### config.mk
export PLATFORM = sky130hd
export DESIGN_NAME = shift_ctrl
export DESIGN_NICKNAME = d
export VERILOG_FILES = /design/src/rtl/shift_ctrl_pkg.sv /design/src/rtl/shift_ctrl_univ_shift_reg.sv /design/src/rtl/shift_ctrl.sv
export SDC_FILE = /design/constraint.sdc
export NUM_CORES = 1
export LEC_CHECK = 0
export ABC_AREA = 1
export CAP_MARGIN = 20
export CORE_UTILIZATION = 35
export CTS_CLUSTER_SIZE = 16
export DETAILED_ROUTE_END_ITERATION = 16
export SLEW_MARGIN = 15
export SYNTH_ARGS = -nofsm -noshare
export SYNTH_HDL_FRONTEND = slang
export SYNTH_SLANG_ARGS = --single-unit
export TNS_END_PERCENT = 50
### constraint.sdc
create_clock -name clk -period 1.63 [get_ports clk]
set_clock_uncertainty 0.1 [all_clocks]
set_input_delay 0.163 -clock clk [delete_from_list [all_inputs] [get_ports clk]]
set_output_delay 0.163 -clock clk [all_outputs]
set_load 0.02 [all_outputs]
### src/rtl/shift_ctrl_pkg.sv
// Shared state encoding, register select codes and shift mode codes for shift_ctrl.
package shift_ctrl_pkg;
  typedef enum logic [1:0] {IDLE, LOAD, SHIFT, DONE} state_t;

  localparam logic [1:0] S_HOLD  = 2'b00;
  localparam logic [1:0] S_RIGHT = 2'b01;
  localparam logic [1:0] S_LEFT  = 2'b10;
  localparam logic [1:0] S_LOAD  = 2'b11;

  localparam logic [1:0] M_LOGIC = 2'b00;
  localparam logic [1:0] M_ROT   = 2'b01;
  localparam logic [1:0] M_ARITH = 2'b10;
endpackage

### src/rtl/shift_ctrl_univ_shift_reg.sv
// Universal WIDTH-bit shift register: hold / right / left / parallel load, sync active-low clear.
module univ_shift_reg
  import shift_ctrl_pkg::*;
#(
  parameter int WIDTH = 4
) (
  input  logic             clk,
  input  logic             clear_n,
  input  logic [1:0]       s,
  input  logic [WIDTH-1:0] p,
  input  logic             sir,
  input  logic             sil,
  output logic [WIDTH-1:0] q
);
  logic [WIDTH-1:0] r_q;

  always_ff @(posedge clk) begin
    if (!clear_n) r_q <= '0;
    else begin
      case (s)
        S_RIGHT: r_q <= {sir, r_q[WIDTH-1:1]};
        S_LEFT:  r_q <= {r_q[WIDTH-2:0], sil};
        S_LOAD:  r_q <= p;
        default: r_q <= r_q;
      endcase
    end
  end

  assign q = r_q;
endmodule

### src/rtl/shift_ctrl.sv
// Multi-bit shift sequencer driving univ_shift_reg one bit per cycle.
// Optional carry-out flop enabled by defining SHIFT_CTRL_CARRY_EN.
module shift_ctrl
  import shift_ctrl_pkg::*;
#(
  parameter int WIDTH = 4,
  parameter int AMT_W = $clog2(WIDTH) + 1
) (
  input  logic             clk,
  input  logic             clear_n,
  input  logic             start,
  output logic             ready,
  input  logic [WIDTH-1:0] data,
  input  logic [AMT_W-1:0] amount,
  input  logic             dir,
  input  logic [1:0]       mode,
  output logic [1:0]       s,
  output logic             sir,
  output logic             sil,
  output logic [WIDTH-1:0] q,
  output logic             done,
  output logic             carry
);
  state_t           r_state, w_next;
  logic [AMT_W-1:0] r_cnt;
  logic [WIDTH-1:0] r_data;
  logic             r_dir;
  logic [1:0]       r_mode;
  logic [AMT_W-1:0] w_amt_sat;

  assign w_amt_sat = (amount > AMT_W'(WIDTH)) ? AMT_W'(WIDTH) : amount;

  always_ff @(posedge clk) begin
    if (!clear_n) begin
      r_state <= IDLE;
      r_cnt   <= '0;
      r_data  <= '0;
      r_dir   <= 1'b0;
      r_mode  <= M_LOGIC;
    end else begin
      r_state <= w_next;
      if (r_state == IDLE && start) begin
        r_data <= data;
        r_dir  <= dir;
        r_mode <= mode;
        r_cnt  <= w_amt_sat;
      end else if (r_state == SHIFT) begin
        r_cnt <= r_cnt - 1'b1;
      end
    end
  end

  always_comb begin
    w_next = r_state;
    case (r_state)
      IDLE:    if (start) w_next = LOAD;
      LOAD:    w_next = (r_cnt != '0) ? SHIFT : DONE;
      SHIFT:   if (r_cnt == AMT_W'(1)) w_next = DONE;
      DONE:    w_next = IDLE;
      default: w_next = IDLE;
    endcase
  end

  always_comb begin
    s     = S_HOLD;
    ready = 1'b0;
    done  = 1'b0;
    case (r_state)
      IDLE:    ready = 1'b1;
      LOAD:    s = S_LOAD;
      SHIFT:   s = r_dir ? S_LEFT : S_RIGHT;
      DONE:    done = 1'b1;
      default: ;
    endcase
  end

  // Only the side matching the direction carries a fill bit; reserved mode falls through as logical.
  always_comb begin
    sir = 1'b0;
    sil = 1'b0;
    case (r_mode)
      M_ROT:   if (r_dir) sil = q[WIDTH-1]; else sir = q[0];
      M_ARITH: if (!r_dir) sir = q[WIDTH-1];
      default: ;
    endcase
  end

  univ_shift_reg #(.WIDTH(WIDTH)) u_reg (
    .clk     (clk),
    .clear_n (clear_n),
    .s       (s),
    .p       (r_data),
    .sir     (sir),
    .sil     (sil),
    .q       (q)
  );

`ifdef SHIFT_CTRL_CARRY_EN
  logic r_carry;

  always_ff @(posedge clk) begin
    if (!clear_n)              r_carry <= 1'b0;
    else if (r_state == LOAD)  r_carry <= 1'b0;
    else if (r_state == SHIFT) r_carry <= r_dir ? q[WIDTH-1] : q[0];
  end

  assign carry = r_carry;
`else
  assign carry = 1'b0;
`endif
endmodule

=== Word level (Yosys, flattened, before mapping) ===
Index checks and enable logic that the tools add are counted.

* Logic and storage cells: 42
* Bits in read-only memories: 0
* Memories kept: 0
* Memory bits (writable): 0
* Bits in registers: 16
* Output and inout port bits: 11
* Latch bits: 0

* Multiplexer cells: 17
* $mul: 0
* Bitwise gates (word level): 0
* Reduce and logical (&&, ||, !) cells: 6
* Add/subtract/negate cells: 1
* Div/mod/pow operators: 0
* Eq/ne operators: 11
* Shift operators: 0
* Magnitude comparators: 1

{| class="wikitable"
|+ Operator list
! cell !! number
|-
| 4-bit one-hot mux with 3 select lines || 1
|-
| 2-bit == test, second input constant || 5
|-
| 3-bit 2-to-1 mux || 3
|-
| 2-bit one-hot mux with 4 select lines || 1
|-
| 1-bit 2-to-1 mux || 7
|-
| 2-bit by 1-bit == test with 1-bit output, second input constant || 3
|-
| 2-bit 2-to-1 mux || 3
|-
| 3-bit nonzero test || 2
|-
| 2-bit one-hot mux with 2 select lines || 1
|-
| 3-bit by 1-bit == test with 1-bit output, second input constant || 1
|-
| 3-bit > comparator, second input constant || 1
|-
| 3-bit by 1-bit subtractor with 3-bit output, second input constant || 1
|-
| 2-bit logical NOT || 1
|-
| 2-bit by 1-bit inequality test with 1-bit output, second input constant || 1
|-
| 2-bit inequality test, second input constant || 1
|-
| 1-bit one-hot mux with 2 select lines || 1
|-
| 2-bit AND reduction || 1
|-
| 2-bit nonzero test || 1
|-
| 1-bit logical AND || 1
|}

=== Longest topological paths before layout ===
* Depth in word-level cells: 4
* Gate-level depth with buffers: 11
* Mapped depth without buffers: 10

=== Modules after synthesis ===
A second synthesis with hierarchy kept.

* Cells, all modules: 138
* Area, all modules: 982.2 um^2

{| class="wikitable"
|+ By module, submodules not included
! module !! instances !! cells an instance !! area each (um^2)
|-
| shift_ctrl || 1 || 97 || 720.7
|-
| univ_shift_reg || 1 || 41 || 261.5
|}

=== Least setup slack after synthesis ===
No wires, ideal clock.

* Path type: register to register
* Start: register r_mode[0]
* End: register u_reg.r_q[3] (netlist: u_reg.q[3])
* Arrival: 1.361 ns
* Data required time: 1.474 ns
* Path slack: 0.113 ns
* Cell stages (with the launch flop): 10
* Cells stage by stage: dfxtp_1 -> inv_1 -> ha_1 -> inv_1 -> nand2_1 -> a21oi_1 -> nand2_1 -> nand3_1 -> nand2_1 -> inv_1

* Longest elaborated chain between the ends: 3
* Elaborated cells between the ends (all ways): 4
* Classes of those cells: 2 x eq/ne; 2 x mux

{| class="wikitable"
|+ Ends and longest elaborated chain
! element !! line !! text
|-
| start: declaration || shift_ctrl.sv:28 || <nowiki>logic [1:0] r_mode;</nowiki>
|-
| start signal: assignment || shift_ctrl.sv:45 || <nowiki>r_mode <= mode;</nowiki>
|-
| 2-bit == test or 2-bit by 1-bit == test with 1-bit output (tied branches) || shift_ctrl.sv:81 || <nowiki>case (r_mode)</nowiki>
|-
| 1-bit one-hot mux with 2 select lines * || shift_ctrl.sv:81 ||
|-
| net sir || shift_ctrl.sv:18 || <nowiki>output logic sir,</nowiki>
|-
| 4-bit one-hot mux with 3 select lines * || shift_ctrl_univ_shift_reg.sv:20 || <nowiki>case (s)</nowiki>
|-
| end signal: assignment || shift_ctrl_univ_shift_reg.sv:21 || <nowiki>S_RIGHT: r_q <= {sir, r_q[WIDTH-1:1]};</nowiki>
|-
| end signal: assignment || shift_ctrl_univ_shift_reg.sv:22 || <nowiki>S_LEFT: r_q <= {r_q[WIDTH-2:0], sil};</nowiki>
|-
| end signal: assignment || shift_ctrl_univ_shift_reg.sv:23 || <nowiki>S_LOAD: r_q <= p;</nowiki>
|-
| end: declaration || shift_ctrl_univ_shift_reg.sv:15 || <nowiki>logic [WIDTH-1:0] r_q;</nowiki>
|}

The timed path passes the listed nets; every way through them passes the cells marked *.
A chain may end at the register's enable or synchronous reset.

=== Worst setup path in the final report ===
* Start: register r_mode[0]
* End: output port sir

* Longest elaborated chain between the ends: 2
* Elaborated cells between the ends (all ways): 3
* Classes of those cells: 2 x eq/ne; 1 x mux

{| class="wikitable"
|+ Ends and longest elaborated chain
! element !! line
|-
| 2-bit == test or 2-bit by 1-bit == test with 1-bit output (tied branches) || shift_ctrl.sv:81
|-
| 1-bit one-hot mux with 2 select lines * || shift_ctrl.sv:81
|-
| end: declaration || shift_ctrl.sv:18
|}

Mark *: on every way between the ends. The rest lies on a longest branch, timed or not.

==> flow_results.org <==
** Synthesis
- The number of different library cells used by synthesis comes to 22.
- Compound-gate portion of the synthesized area :: 11.6%
- Post-synthesis simple-gate area fraction :: 29.8%
- Post-synthesis xor/xnor area fraction :: 0%
- Post-synthesis cell count :: 155
- Synthesis-stage register bit count :: 16
- The Yosys step of the flow raised 0 warnings.
- Sequential elements use 31.3% of the synthesized area.
- Post-synthesis mux area share :: 0%
- Post-synth design cell area :: 1020 sq um
- Mean instance size in the synthesized netlist :: 6.61 sq um
- The synthesized netlist devotes 12.2% of its cell area to adder and majority cells.
- After synthesis, the largest family of logic cells by area is simple AND/OR/NAND/NOR gates.
- The number of nets in the synthesized netlist is 178.

** Worst setup path
- Required time reported for the critical path endpoint :: 1.37 ns
- At the worst endpoint, the arrival time is 1.35 ns.
- The critical path contains buffers and inverters numbering 3 combined.
- Kind of start point of the critical path :: flip-flop
- Largest fanout on the critical path :: 2
- The critical path is of the flip-flop to output port type.
- The largest individual stage delay along the critical path comes from the cell dfxtp_2.
- Cell family with most CP delay :: flip-flops
- In this run the worst setup path begins at r_mode[0].
- Chain of cells forming the critical path :: inv_2 > ha_1 > inv_1 > nand2_2 > a21oi_2 > buf_4
- Slowest stage delay, CP :: 0.35 ns
- The worst register-to-register path begins at r_state[1].
- Kind of capture point of the worst setup path :: output port
- The worst register-to-register path has a setup slack of 0.18 ns.

** Floorplanning
- In this run the core area contains 19 standard-cell rows.
- For this configuration, the core starts out at a cell density of 37.2%.
- In this run the horizontal extent of the chip is 56.1 microns.
- Placeable Area :: 2760 sq um
- The die is 56.1 microns tall.
- Area enclosed by the die boundary :: 3150 sq um
- I/O pin cnt :: 24

** STA
- Unrepaired setup endpoints after global routing :: yes
- Final-report setup violation count :: 0
- Minimum setup slack in the final design :: 0.0220 ns
- The number of hold violations in the final report is 0.
- Final cycle utilization of the critical path :: 98.7%
- In the final timing run, aggregate negative setup slack is 0 ns.
- Crit path time final :: 1.61 ns
- For this run, the top clock speed supported by timing is 622 MHz.
- The final number of max-transition violations is 0.

** Worst hold path
- Hold path start :: amount[2]
- Kind of path behind the tightest hold check :: input pin to flip-flop

** Clocking
- Clock sinks :: 16
- # Post-CTS Setup Buffers :: 0
- TritonCTS clock tree :: built
- After clock tree synthesis, the clock-pin slew on the worst setup and hold paths is 0.11 ns.
- TritonCTS created 3 clock buffers.
- Maximum number of buffers from clock root to sink :: 2
- H-tree Lvls :: 1
- The later pin in the worst-skew pair is clocked with a latency of 0.29 ns.
- Count of hold-fix buffers inserted at cts :: 0
- The root buffer cell chosen for the clock tree is clkbuf_4.

** Cells and area
- At the end of the flow the core is filled with cells to 52.8%.
- The top cell types in the final layout, fill and taps aside, are inv_1 (27), nand2_1 (26), buf_4 (17).
- After the last flow step, the layout net total stands at 216.
- Fillers :: 264
- Leaving out fill and tap cells, the most frequent cell in the layout is inv_1.
- Storage cell area :: 329 sq um
- The post-route netlist has 22.4% of its cells at a drive strength greater than 1.
- Area Overhead vs Synth :: 42.1%
- The number of antenna diodes in the final layout is 0.
- Area occupied by multi-input gates :: 606 sq um

** Place
- Routability congestion estimate :: 0.883
- Buffers placed on the I/O ports in this run total 22.
- Prior to clock tree synthesis, the placed netlist has a worst setup slack of -0.167 ns.
- Detailed placer's ending HPWL :: 1780 microns

** GRT
- Global routing consumed, over all layers together, 15.7% of the routing resources.
- The number of global-route vias before repair was 958.
- Largest net degree at the start of global routing :: 12
- Initial antenna violation count :: 0
- The first global-routing pass estimated 3890 microns of wire.
- Overflow left after global routing :: 0

** Detailed routing
- Dividing the detail-routed via count by the number of cells gives 4.70.
- Count of vias placed by the detailed router :: 1048
- In this run, the number of DRC markers left after iteration 0 of detailed routing was 47.
- After detailed routing, the number of remaining DRC violations is 0.
- Antenna Nets Post-Route :: 0
- Total detailed-routing wirelength :: 2300 microns
- Before antenna repair, the detailed router went through 4 iterations.
- In the final routed layout, each cell accounts on average for 10.3 microns.

** Power and ir drop
- Summed over all cells, the static leakage comes to 0.772 nW.
- Maximum resistive drop on vdd :: 1.16 mV
- Power comes to 2.49 mW.
- Power Dens Cells :: 1710 nW/um^2

** Run status
- The flow ran to the end, and the final reports show no timing, DRC or antenna violations.

** Run
- Max_cap viols :: 0
report_power, final:
| group | switching, mW | total, mW | internal (mW) |
|---|---|---|---|
| logic | 0.837 | 1.54 | 0.702 |
| clock network | 0.141 | 0.277 | 0.136 |
| registers | 0.127 | 0.670 | 0.543 |
| total | 1.10 | 2.49 | 1.38 |
area by class of cell:
type | count | share of cell area (%)
well taps | 31 | 2.66
flip-flops and latches | 16 | 22.6
multi-input cells | 102 | 41.6
inverters | 33 | 8.85
clock buffers | 4 | 2.49
repair buffers | 37 | 21.8
metrics by stage:
| stage | hold slack, ns | instance area, sq um | cells |
|---|---|---|---|
| 2_1_floorplan | 0.209 | 1020 | 155 |
| 3_3_place_gp | 0.371 | 1370 | 219 |
| 3_5_place_dp | 0.388 | 1370 | 219 |
| 4_1_cts | 0.360 | 1430 | 223 |
| 5_1_grt | 0.353 | 1460 | 223 |
| 6_report | 0.362 | 1460 | 223 |
final timing paths:
path,endpoint,cells after the start
setup reg to reg,u_reg.q[0],8
setup / recovery,sir,6
hold reg to reg,r_data[2],2
hold / removal,r_cnt[2],3
cell usage after synthesis:
cell	number	area, sq um
o21ai_1	2	10.0
inv_1	30	113
nand2_1	27	101
buf_4	2	15.0
a21oi_1	8	40.0
nand3b_1	1	7.51
and3_1	1	6.26
a211oi_1	1	7.51
clkbuf_4	1	7.51
or2_1	1	6.26
buf_2	1	5.00
nor3_1	1	5.00
o21ai_0	11	55.1
a31oi_1	1	6.26
ha_1	10	125
nand2_2	5	31.3
dfxtp_1	16	320
nand4_2	1	12.5
nor2_1	16	60.1
nand3_1	15	75.1
inv_2	3	11.3
conb_1	1	3.75
worst min-delay path, cell delays in order:
cell	delay [ns]
clkdlybuf4s50_1	0.42
nand2_1	0.08
a21oi_1	0.06
routing by layer:
metal	track usage, %	share of wire, %
met1	19.7	46
met2	25.9	49
met3	2.79	3.7
met4	7.67	1.0
met5	0	0
sequential cells by signal (all words and copies together) (netlist names):
signal	cells
u_reg.q	4
r_data	4
r_dir	1
r_cnt	3
r_mode	2
r_state	2
repair_timing:
action / 4_1_cts / 5_1_grt
setup endpoints to repair: 6 / 9
resized for setup: 24 / 15
cloned: 0 / 0
pin swaps: 1 / 1
kinds of logic after synthesis:
group,Yosys count
other cells,1
compound gates,23
fa+ha+maj,10
buf+inv,37
flops,16
simple gates,68
Note: power is estimated with default switching activity, not from simulation.
